### src/rtl/mem_arbiter.sv
// Round-robin arbiter sharing one memory port between instruction fetch (IFU) and load/store (LSU).
// One transaction in flight: latch the grant, issue to memory, wait under a watchdog, return to owner.
module mem_arbiter #(
    parameter int AW      = 32,
    parameter int DW      = 32,
    parameter int TIMEOUT = 64
) (
    input  logic              clk,
    input  logic              rst,
    input  logic              ifu_req_valid,
    output logic              ifu_req_ready,
    input  logic [AW-1:0]     ifu_addr,
    output logic              ifu_resp_valid,
    input  logic              ifu_resp_ready,
    output logic [DW-1:0]     ifu_rdata,
    output logic              ifu_resp_err,
    input  logic              lsu_req_valid,
    output logic              lsu_req_ready,
    input  logic [AW-1:0]     lsu_addr,
    input  logic              lsu_wen,
    input  logic [DW-1:0]     lsu_wdata,
    input  logic [DW/8-1:0]   lsu_wmask,
    output logic              lsu_resp_valid,
    input  logic              lsu_resp_ready,
    output logic [DW-1:0]     lsu_rdata,
    output logic              lsu_resp_err,
    output logic              mem_req_valid,
    input  logic              mem_req_ready,
    output logic [AW-1:0]     mem_addr,
    output logic              mem_wen,
    output logic [DW-1:0]     mem_wdata,
    output logic [DW/8-1:0]   mem_wmask,
    input  logic              mem_resp_valid,
    input  logic [DW-1:0]     mem_rdata,
    input  logic              mem_resp_err
);

    localparam int MW = DW / 8;
    localparam int TW = (TIMEOUT > 0) ? $clog2(TIMEOUT + 1) : 1;
    localparam logic [TW-1:0] TMO_LAST = TW'((TIMEOUT > 0) ? TIMEOUT - 1 : 0);

    typedef enum logic [1:0] {
        S_IDLE = 2'd0,
        S_REQ  = 2'd1,
        S_WAIT = 2'd2,
        S_RESP = 2'd3
    } state_t;

    typedef enum logic {
        OWN_IFU = 1'b0,
        OWN_LSU = 1'b1
    } owner_t;

    state_t          r_state;
    state_t          w_state_nxt;
    owner_t          r_owner;
    owner_t          r_last_grant;
    logic [AW-1:0]   r_addr;
    logic            r_wen;
    logic [DW-1:0]   r_wdata;
    logic [MW-1:0]   r_wmask;
    logic [DW-1:0]   r_rdata;
    logic            r_err;
    logic [TW-1:0]   r_timer;

    logic            w_gnt_ifu;
    logic            w_gnt_lsu;
    logic            w_owner_ready;
    logic            w_timeout;
    logic            w_ifu_own;
    logic            w_lsu_own;

    // Round-robin pick: a lone requester wins, a tie goes to whoever was not served last.
    always_comb begin
        w_gnt_ifu = 1'b0;
        w_gnt_lsu = 1'b0;
        if (ifu_req_valid && lsu_req_valid) begin
            if (r_last_grant == OWN_IFU) begin
                w_gnt_lsu = 1'b1;
            end else begin
                w_gnt_ifu = 1'b1;
            end
        end else if (ifu_req_valid) begin
            w_gnt_ifu = 1'b1;
        end else if (lsu_req_valid) begin
            w_gnt_lsu = 1'b1;
        end else begin
            w_gnt_ifu = 1'b0;
            w_gnt_lsu = 1'b0;
        end
    end

    assign ifu_req_ready = (r_state == S_IDLE) && w_gnt_ifu;
    assign lsu_req_ready = (r_state == S_IDLE) && w_gnt_lsu;

    assign w_owner_ready = (r_owner == OWN_IFU) ? ifu_resp_ready : lsu_resp_ready;
    // The watchdog only exists when TIMEOUT is non-zero; the timer itself never wraps into a false hit.
    assign w_timeout     = (TIMEOUT != 0) && (r_timer == TMO_LAST);

    // Next-state decode for the single-transaction FSM.
    always_comb begin
        w_state_nxt = r_state;
        case (r_state)
            S_IDLE: begin
                if (w_gnt_ifu || w_gnt_lsu) begin
                    w_state_nxt = S_REQ;
                end else begin
                    w_state_nxt = S_IDLE;
                end
            end
            S_REQ: begin
                if (mem_req_ready) begin
                    w_state_nxt = S_WAIT;
                end else begin
                    w_state_nxt = S_REQ;
                end
            end
            S_WAIT: begin
                if (mem_resp_valid || w_timeout) begin
                    w_state_nxt = S_RESP;
                end else begin
                    w_state_nxt = S_WAIT;
                end
            end
            S_RESP: begin
                if (w_owner_ready) begin
                    w_state_nxt = S_IDLE;
                end else begin
                    w_state_nxt = S_RESP;
                end
            end
            default: w_state_nxt = S_IDLE;
        endcase
    end

    // FSM state register.
    always_ff @(posedge clk) begin
        if (rst) begin
            r_state <= S_IDLE;
        end else begin
            r_state <= w_state_nxt;
        end
    end

    // Request latches, response capture, ownership and watchdog timer.
    always_ff @(posedge clk) begin
        if (rst) begin
            r_owner      <= OWN_IFU;
            r_last_grant <= OWN_IFU;
            r_addr       <= {AW{1'b0}};
            r_wen        <= 1'b0;
            r_wdata      <= {DW{1'b0}};
            r_wmask      <= {MW{1'b0}};
            r_rdata      <= {DW{1'b0}};
            r_err        <= 1'b0;
            r_timer      <= {TW{1'b0}};
        end else begin
            case (r_state)
                S_IDLE: begin
                    if (w_gnt_lsu) begin
                        r_owner      <= OWN_LSU;
                        r_last_grant <= OWN_LSU;
                        r_addr       <= lsu_addr;
                        r_wen        <= lsu_wen;
                        r_wdata      <= lsu_wdata;
                        r_wmask      <= lsu_wmask;
                    end else if (w_gnt_ifu) begin
                        r_owner      <= OWN_IFU;
                        r_last_grant <= OWN_IFU;
                        r_addr       <= ifu_addr;
                        r_wen        <= 1'b0;
                        r_wdata      <= {DW{1'b0}};
                        r_wmask      <= {MW{1'b0}};
                    end else begin
                        r_owner      <= r_owner;
                    end
                end
                S_REQ: begin
                    if (mem_req_ready) begin
                        r_timer <= {TW{1'b0}};
                    end else begin
                        r_timer <= r_timer;
                    end
                end
                S_WAIT: begin
                    if (mem_resp_valid) begin
                        r_rdata <= mem_rdata;
                        r_err   <= mem_resp_err;
                    end else if (w_timeout) begin
                        r_rdata <= {DW{1'b0}};
                        r_err   <= 1'b1;
                    end else begin
                        r_timer <= r_timer + TW'(1);
                    end
                end
                S_RESP: begin
                    r_rdata <= r_rdata;
                end
                default: begin
                    r_timer <= {TW{1'b0}};
                end
            endcase
        end
    end

    assign w_ifu_own      = (r_state == S_RESP) && (r_owner == OWN_IFU);
    assign w_lsu_own      = (r_state == S_RESP) && (r_owner == OWN_LSU);

    assign ifu_resp_valid = w_ifu_own;
    assign ifu_rdata      = w_ifu_own ? r_rdata : {DW{1'b0}};
    assign ifu_resp_err   = w_ifu_own && r_err;
    assign lsu_resp_valid = w_lsu_own;
    assign lsu_rdata      = w_lsu_own ? r_rdata : {DW{1'b0}};
    assign lsu_resp_err   = w_lsu_own && r_err;

    assign mem_req_valid  = (r_state == S_REQ);
    assign mem_addr       = r_addr;
    assign mem_wen        = r_wen;
    assign mem_wdata      = r_wdata;
    assign mem_wmask      = r_wmask;

endmodule

### config.mk
export PLATFORM = sky130hd
export DESIGN_NAME = mem_arbiter
export DESIGN_NICKNAME = d
export VERILOG_FILES = /design/src/rtl/mem_arbiter.sv
export SDC_FILE = /design/constraint.sdc
export NUM_CORES = 1
export LEC_CHECK = 0
export BUFFER_PORTS_ARGS = -buffer_cell sky130_fd_sc_hd__buf_2
export CAP_MARGIN = 5
export CORE_MARGIN = 5
export CORE_UTILIZATION = 39
export CTS_BUF_LIST = sky130_fd_sc_hd__clkbuf_4 sky130_fd_sc_hd__clkbuf_8 sky130_fd_sc_hd__clkbuf_16
export DETAILED_ROUTE_END_ITERATION = 8
export PLACE_DENSITY = 0.76
export SKIP_LAST_GASP = 1
export SLEW_MARGIN = 0
export SYNTH_ARGS = -nofsm -noshare
export SYNTH_HDL_FRONTEND = slang
export SYNTH_SLANG_ARGS = --single-unit
### constraint.sdc
create_clock -name clk -period 1.6 [get_ports clk]
set_input_delay 0.24 -clock clk [delete_from_list [all_inputs] [get_ports clk]]
set_output_delay 0.24 -clock clk [all_outputs]
set_load 0.05 [all_outputs]
# After elaboration in Yosys (flattened, before gate mapping)
# Cells that the tools add are included.
[word_totals]
ff_bits = 112
in_bits = 142
out_inout_bits = 140
word_cells = 66
[op_classes]
addsub = 1
n_eq_ne = 7
mux = 32
n_bitwise = 1
n_reduce_logical = 16
[op_table]
columns = ["operator", "count"]
rows = [
  ["$mux 32", 8],
  ["$mux 7", 3],
  ["$mux 1", 15],
  ["$pmux 7 s2", 1],
  ["$mux 4", 2],
  ["$pmux 2 s4", 1],
  ["$add 7x1->7 const B", 1],
  ["$eq 7x6->1 const B", 1],
  ["$logic_and 1x1->1", 7],
  ["$reduce_bool 2->1", 3],
  ["$eq 2x2->1 const B", 2],
  ["$mux 2", 2],
  ["$ne 2x2->1 const B", 2],
  ["$reduce_and 2->1", 2],
  ["$reduce_and 4->1", 1],
  ["$eq 2x1->1 const B", 1],
  ["$logic_not 2->1", 1],
  ["$logic_or 1x1->1", 2],
  ["$ne 2x1->1 const B", 1],
  ["$not 1->1", 1],
]

# Depth between registers and ports, before layout
# Gate-level depths: netlist of run 1.
[logic_depth]
ltp_word = 6
depth_mapped = 7
depth_no_buf = 5

# Worst setup path before layout of run 1
# Ideal clock, no wire load.
[synth_timing]
kind = "register to output"
from = "register r_state[1]"
to = "output lsu_rdata[22]"
arrival_time_ns = 1.888
slack_ns = -0.528
stages_incl_launch_ff = 5
path_buffers = 2
path_cell_list = "dfxtp_1 -> and3_1 -> clkbuf_1 -> clkbuf_1 -> and2_1"
[synth_between]
elab_chain_len = 3
[synth_lines]
columns = ["element", "line_no", "source"]
rows = [
  ["start: declaration", "54", "state_t r_state;"],
  ["start signal: assignment", "141", "r_state <= w_state_nxt;"],
  ["$eq 2x2->1", "207", "assign w_lsu_own = (r_state == S_RESP) && (r_owner == OWN_LSU);"],
  ["$logic_and 1x1->1", "207", ""],
  ["via lsu_resp_valid", "23", "output logic lsu_resp_valid,"],
  ["$mux 32", "213", "assign lsu_rdata = w_lsu_own ? r_rdata : {DW{1'b0}};"],
  ["end: declaration", "25", "output logic [DW-1:0] lsu_rdata,"],
]
# The timed path passes the listed nets, and every way through them passes these cells.

# Worst setup path in the final report of run 1
[layout_timing]
from = "register r_state[0]"
to = "output ifu_rdata[11]"
[layout_between]
elab_chain_len = 3
[layout_lines]
columns = ["element", "line_no", "source"]
rows = [
  ["$eq 2x2->1", "206", "assign w_ifu_own = (r_state == S_RESP) && (r_owner == OWN_IFU);"],
  ["$logic_and 1x1->1", "206", ""],
  ["$mux 32", "210", "assign ifu_rdata = w_ifu_own ? r_rdata : {DW{1'b0}};"],
  ["end: declaration", "15", "output logic [DW-1:0] ifu_rdata,"],
]
# Every way passes these cells.

==> flow_summary.yaml, run 1 <==
critical_path:
  regToRegEndpoint: "r_last_grant$_SDFFE_PP0P_"
  cp.arrival_ns: 1.57
  reg2regPathDepth: 10
  critical_path_peak_fanout: 9
  ff2ff_setup_slack_ns: -0.12
  worstSetupPathType: "flop to output pin"
  timing.rr.start: "r_state[1]$_SDFF_PP0_"
  crit_path_start_kind: "flop"
  worst-endpoint-required_ns: 1.36
  setup.worst_path.end_class: "output pin"
routing:
  drt_pass1_iterations: 5
  drtIter0Drc: 385
  wire_per_inst_um: 19.6
  routed_wirelength_um: 18600
  dr_total_vias: 5148
  detail_route.drc_violations: 0
  post_drt_via_cell_ratio: 5.44
  detail-route-antenna-nets: 0
hold_path:
  worstHoldStart: "mem_rdata[11]"
  hold_path_class: "input port to flop"
  min_delay_worst_endpoint: "r_rdata[11]$_SDFFE_PP0P_"
  holdPathStages: 2
floorplan:
  floorplan.die_area_um2: 14200
  die_height_um: 119
  floorplan.initialDensity: 0.402
  placement_rows: 39
  fp.coreArea_um2: 11600
  die_w_um: 119
  i_o_pins: 282
pwr:
  power.density_nw_per_um2: 1000
  p_leak_nw: 3.80
  peakVddDrop_mv: 0.686
final_layout:
  finalNetCount: 941
  multiInputGateArea_um2: 2630
  drive_gt1_frac: 0.621
  postLayoutCoreUtil: 0.687
  area_of_all_placed_cells_without_fillers_um2: 7950
  sequential_cell_area_um2: 2250
  layout.cells.most_common: "sky130_fd_sc_hd__buf_2"
  final-instance-count-excl-fill: 947
  area_growth_pct: 71.2
  num-fill-cells: 804
  final_cell_mix: "210 x sky130_fd_sc_hd__buf_2, 107 x sky130_fd_sc_hd__dfxtp_1, 69 x sky130_fd_sc_hd__buf_4"
sta:
  final-max-slew-violation-count: 0
  grt_setup_unrepaired: "true"
  slew_headroom: 0.639
  clock.fmax_mhz: 554
  final.min_clock_period_ns: 1.81
  clock-skew-final_ns: 0.00726
  finalSetupViolCount: 108
  tightestPinTransition_ns: 0.542
  fin_ws_ns: -0.206
  final-hold-violation-count: 0
  post-route-period-util: 1.13
cts:
  tritoncts: "built"
  clk-insertion-delay-late_ns: 0.34
  cts.hold.buffers_added: 0
  clk_pin_slew_worst_paths_ns: 0.07
  max-clock-path-buffers: 2
  cts.root.buffer_cell: "sky130_fd_sc_hd__clkbuf_16"
  cts_made_buffers: 9
  htree_levels: 3
  clkSinkCount: 112
global_routing:
  first_global_vias: 4983
  antenna_found_initial: 3
  gr-usage-all-layers: 0.224
  grt_remaining_overflow: 0
  largest_net_degree_at_the_start_of_global_routing: 52
  grt_first_pass_wirelength_um: 25900
synth:
  synthCells: 477
  synth.net_count: 620
  synth_edf_count: 0
  ys_async_sr_fraction: 0
  yosys.cell_types.count: 39
  synthesis.area_per_instance_um2: 9.74
  syn-cell-area_um2: 4640
  share_of_the_yosys_chip_area_belonging_to_registers: 0.483
  ys.warnings.count: 0
  ys.flop_type: "sky130_fd_sc_hd__dfxtp_1"
  yosys_register_bits: 112
run:
  drv_cap: 0
placement:
  dpl-instance-area_um2: 6420
  port_buffers: 281
  gp_routability_congestion: 0.860
  post_place_cells: 890
  place.detailed.hpwl_um: 11700
outcome:
  failed_checks: "setup timing"
  status: "finished, violations left"
[final cells by class]
class                           count  area share
Sequential cell                   112       0.283
Clock buffer                       10      0.0293
Antenna cell                        1    0.000315
Inverter                            1    0.000472
Tap cell                          143      0.0225
Clock inverter                      6     0.00866
Multi-Input combinational cell    329       0.330
Timing Repair Buffer              345       0.325
[critical path, stage by stage (launching register included)]
cell and delay, ns:
sky130_fd_sc_hd__dfxtp_4 0.37, sky130_fd_sc_hd__nand2_2 0.09, sky130_fd_sc_hd__nor2_4 0.21, sky130_fd_sc_hd__clkbuf_16 0.20, sky130_fd_sc_hd__and2_2 0.15, sky130_fd_sc_hd__buf_4 0.20
[flip-flops by register name (all words and copies together), names as in the netlist]
register,flops
mem_addr,32
mem_wdata,32
mem_wen,1
mem_wmask,4
r_err,1
r_last_grant,1
r_rdata,32
r_state,2
r_timer,7
[stage by stage]
stage                     hold slack (ns)  TNS (ns)  setup WS [ns]  total power [mW]
after floorplan                     0.365   -0.0601        -0.0525              4.56
after global routing               0.0983    -21.57         -0.254              8.29
final                               0.110    -13.56         -0.206              7.97
after global placement              0.417    -11.08         -0.349              5.10
after CTS                          0.0938     -9.23         -0.183              7.49
after detailed placement            0.436    -15.12         -0.437              5.15
[logic make-up (layout without fill, tap and decap cells)]
| kind of cell | after synthesis | count (layout) | share of synthesized area |
|---|---|---|---|
| buf+inv | 40 | 362 | 0.0466 |
| compound gates | 119 | 120 | 0.207 |
| simple gates | 172 | 175 | 0.190 |
| other cells | 0 | 1 | 0 |
| fa+ha+maj | 1 | 1 | 0.00269 |
| mux | 33 | 33 | 0.0714 |
| flops | 112 | 112 | 0.483 |
[worst max-delay path by stage]
stage / slack [ns] / cells after the start / startpoint / endpoint
finish: -0.21 / 5 / r_state[0]$_SDFF_PP0_ / ifu_rdata[11]
global route: -0.25 / 5 / r_state[0]$_SDFF_PP0_ / ifu_rdata[11]
CTS: -0.18 / 5 / r_state[1]$_SDFF_PP0_ / lsu_rdata[0]
detailed placement: -0.44 / 5 / r_timer[0]$_SDFFE_PP0P_ / r_rdata[15]$_SDFFE_PP0P_
global placement: -0.35 / 5 / r_timer[0]$_SDFFE_PP0P_ / r_rdata[11]$_SDFFE_PP0P_
floorplan: -0.05 / 4 / r_state[1]$_SDFF_PP0_ / lsu_rdata[22]
[where the power goes]
group	internal [mW]	total, mW	switching [mW]
Clock	1.24	2.27	1.03
Sequential	3.02	3.18	0.161
Combinational	0.942	2.52	1.58
Total	5.20	7.97	2.77
[cells in the mapped netlist, types with 2 or more instances]
cell type | count | area share
sky130_fd_sc_hd__nand2_1 | 4 | 0.0032
sky130_fd_sc_hd__a21o_1 | 3 | 0.0048
sky130_fd_sc_hd__mux2i_1 | 32 | 0.069
sky130_fd_sc_hd__buf_6 | 3 | 0.0073
sky130_fd_sc_hd__clkbuf_1 | 19 | 0.015
sky130_fd_sc_hd__and2_1 | 67 | 0.090
sky130_fd_sc_hd__nor2_1 | 80 | 0.065
sky130_fd_sc_hd__buf_2 | 8 | 0.0086
sky130_fd_sc_hd__nand4b_1 | 2 | 0.0038
sky130_fd_sc_hd__buf_4 | 9 | 0.015
sky130_fd_sc_hd__and3b_1 | 2 | 0.0038
sky130_fd_sc_hd__nor3b_1 | 2 | 0.0032
sky130_fd_sc_hd__o31ai_1 | 3 | 0.0048
sky130_fd_sc_hd__nor3_1 | 2 | 0.0022
sky130_fd_sc_hd__a22o_1 | 33 | 0.062
sky130_fd_sc_hd__nand3_1 | 4 | 0.0043
sky130_fd_sc_hd__a211oi_1 | 32 | 0.052
sky130_fd_sc_hd__nor2b_1 | 2 | 0.0027
sky130_fd_sc_hd__dfxtp_1 | 112 | 0.48
sky130_fd_sc_hd__nor2_2 | 2 | 0.0027
sky130_fd_sc_hd__a22oi_1 | 38 | 0.061
[timing repair]
action,CTS,global route
pin swaps,6,48
setup endpoints to repair,166,176
gates resized for setup,136,99
setup buffers,12,13
cloned,3,12
[metal layers]
metal	track usage	wire length (um)	vias to the layer above
li1	-	-	2361
met1	0.244	6680	2443
met2	0.410	9680	295
met3	0.0649	1620	45
met4	0.0876	584	4
met5	0	23	-
Power figures use the tool's default switching activity.
==> inputs of run 2 (changes only) <==
- BUFFER_PORTS_ARGS: -buffer_cell sky130_fd_sc_hd__buf_2 -> not set
- CORE_UTILIZATION: 39 -> 45
- DONT_BUFFER_PORTS: not set -> 1
- PLACE_DENSITY: 0.76 -> not set
==> run 2 against run 1 <==
The run ends with hold timing, setup timing left; global-route usage is 0.66 points higher; critical endpoint is now lsu_rdata[5]; largest cell class unchanged; highest routed layer is now met4; first-iteration DRC count decreased by 32%; sequential share of layout area up 4.9 points; register-to-register slack better by 0.02 ns.
==> flow_summary.yaml, run 2 (same netlist as run 1, synthesis figures left out) <==
critical_path:
  crit_path_start_kind: "flop"
  reg2regPathDepth: 6
  worstSetupPathType: "flop to output pin"
  critical_path_peak_fanout: 17
  cp.arrival_ns: 1.63
  worst-endpoint-required_ns: 1.36
  ff2ff_setup_slack_ns: -0.10
  setup.worst_path.end_class: "output pin"
outcome:
  status: "finished, violations left"
  failed_checks: "hold timing, setup timing"
cts:
  clkSinkCount: 112
  cts_made_buffers: 9
  tritoncts: "built"
  clk-insertion-delay-late_ns: 0.38
  cts.root.buffer_cell: "sky130_fd_sc_hd__clkbuf_8"
  htree_levels: 3
  clk_pin_slew_worst_paths_ns: 0.11
  cts.hold.buffers_added: 32
  max-clock-path-buffers: 2
routing:
  routed_wirelength_um: 15900
  dr_total_vias: 4133
  detail-route-antenna-nets: 0
  wire_per_inst_um: 22.0
  drt_pass1_iterations: 5
  detail_route.drc_violations: 0
  post_drt_via_cell_ratio: 5.70
  drtIter0Drc: 263
placement:
  dpl-instance-area_um2: 5710
  gp_routability_congestion: 0.776
  port_buffers: 0
  post_place_cells: 651
  place.detailed.hpwl_um: 10100
pwr:
  peakVddDrop_mv: 0.667
  power.density_nw_per_um2: 997
  p_total_mw: 6.75
  p_leak_nw: 2.81
sta:
  clock.fmax_mhz: 535
  hold-worst-slack_ns: -0.0768
  tightestPinTransition_ns: 0.548
  final.min_clock_period_ns: 1.87
  final-max-slew-violation-count: 0
  fin_ws_ns: -0.269
  clock-skew-final_ns: 0.00976
  post-route-period-util: 1.17
  grt_setup_unrepaired: "true"
  final.setup.tns_ns: -17.23
  finalSetupViolCount: 103
  slew_headroom: 0.634
  final-hold-violation-count: 63
global_routing:
  antenna_found_initial: 0
  gr-usage-all-layers: 0.231
  largest_net_degree_at_the_start_of_global_routing: 80
  first_global_vias: 4137
  grt_remaining_overflow: 0
  grt_first_pass_wirelength_um: 23100
floorplan:
  die_height_um: 112
  floorplan.die_area_um2: 12500
  die_w_um: 112
  i_o_pins: 282
  placement_rows: 37
  fp.coreArea_um2: 10200
  floorplan.initialDensity: 0.456
final_layout:
  postLayoutCoreUtil: 0.665
  layout.cells.most_common: "sky130_fd_sc_hd__dfxtp_1"
  final-instance-count-excl-fill: 725
  finalNetCount: 727
  drive_gt1_frac: 0.358
  area_of_all_placed_cells_without_fillers_um2: 6770
  num-fill-cells: 756
  antenna_cells: 0
  area_growth_pct: 45.8
  final_cell_mix: "107 x sky130_fd_sc_hd__dfxtp_1, 77 x sky130_fd_sc_hd__nor2_1, 60 x sky130_fd_sc_hd__and2_4"
hold_path:
  hold_path_class: "input port to flop"
  holdPathStages: 1
run:
  drv_cap: 0
## run 2: changes by cell type in the layout (fill, tap and decap cells not counted), sizes merged, moves of 2 or more
cell / previous run / this run
clkinv: 0 / 4
clkbuf: 16 / 14
clkinvlp: 4 / 1
buf: 339 / 95
dlygate4sd3: 0 / 32
## run 2: layout make-up
class                      count  area, um^2  share of cell area
sequential                   112        2250               0.332
timing repair buffer         132        1690               0.250
clock buffer                   9         124              0.0183
multi-input combinational    328        2470               0.364
clock inverter                 7        66.3             0.00979
tap                          136         170              0.0251
inverter                       1        3.75            0.000554
## run 2: metrics by stage
| stage | hold slack, ns | worst slack, ns |
|---|---|---|
| 4_1_cts | -0.101 | -0.266 |
| 2_1_floorplan | 0.365 | -0.0525 |
| 3_5_place_dp | 0.322 | -0.525 |
| 6_report | -0.0768 | -0.269 |
| 5_1_grt | -0.115 | -0.338 |
| 3_3_place_gp | 0.321 | -0.408 |
## run 2: worst paths after layout
kind | to | startpoint
max | lsu_rdata[5] | r_state[1]$_SDFF_PP0_
min | r_state[1]$_SDFF_PP0_ | rst
max reg2reg | r_rdata[5]$_SDFFE_PP0P_ | r_timer[0]$_SDFFE_PP0P_
min reg2reg | r_timer[6]$_SDFFE_PP0P_ | r_timer[6]$_SDFFE_PP0P_
## run 2: power breakdown
part	internal, mW	total, mW	switching (mW)
registers	3.01	3.59	0.578
clock network	0.599	1.63	1.03
logic	0.653	1.53	0.878
total	4.27	6.75	2.48
## run 2: worst max-delay path: stages, from the launching register on
cell	delay [ns]
sky130_fd_sc_hd__dfxtp_2	0.36
sky130_fd_sc_hd__buf_6	0.11
sky130_fd_sc_hd__and3_4	0.28
sky130_fd_sc_hd__buf_16	0.17
sky130_fd_sc_hd__and2_2	0.19
sky130_fd_sc_hd__buf_12	0.14
## run 2: routing by layer
metal  part of all wire  track usage  vias to the layer above
met2               0.53        0.433                      257
met4              0.017       0.0552                        0
li1                   -            -                     1918
met5                  0            0                        -
met3              0.094       0.0886                       25
met1               0.35        0.242                     1933
## run 2: repair_timing
item | in CTS | in global routing
gates cloned | 4 | 8
endpoints found under the hold margin | 105 | 73
pin swaps | 10 | 45
gates resized for setup | 57 | 30
buffers inserted | 6 | 8
setup endpoints to repair | 112 | 168
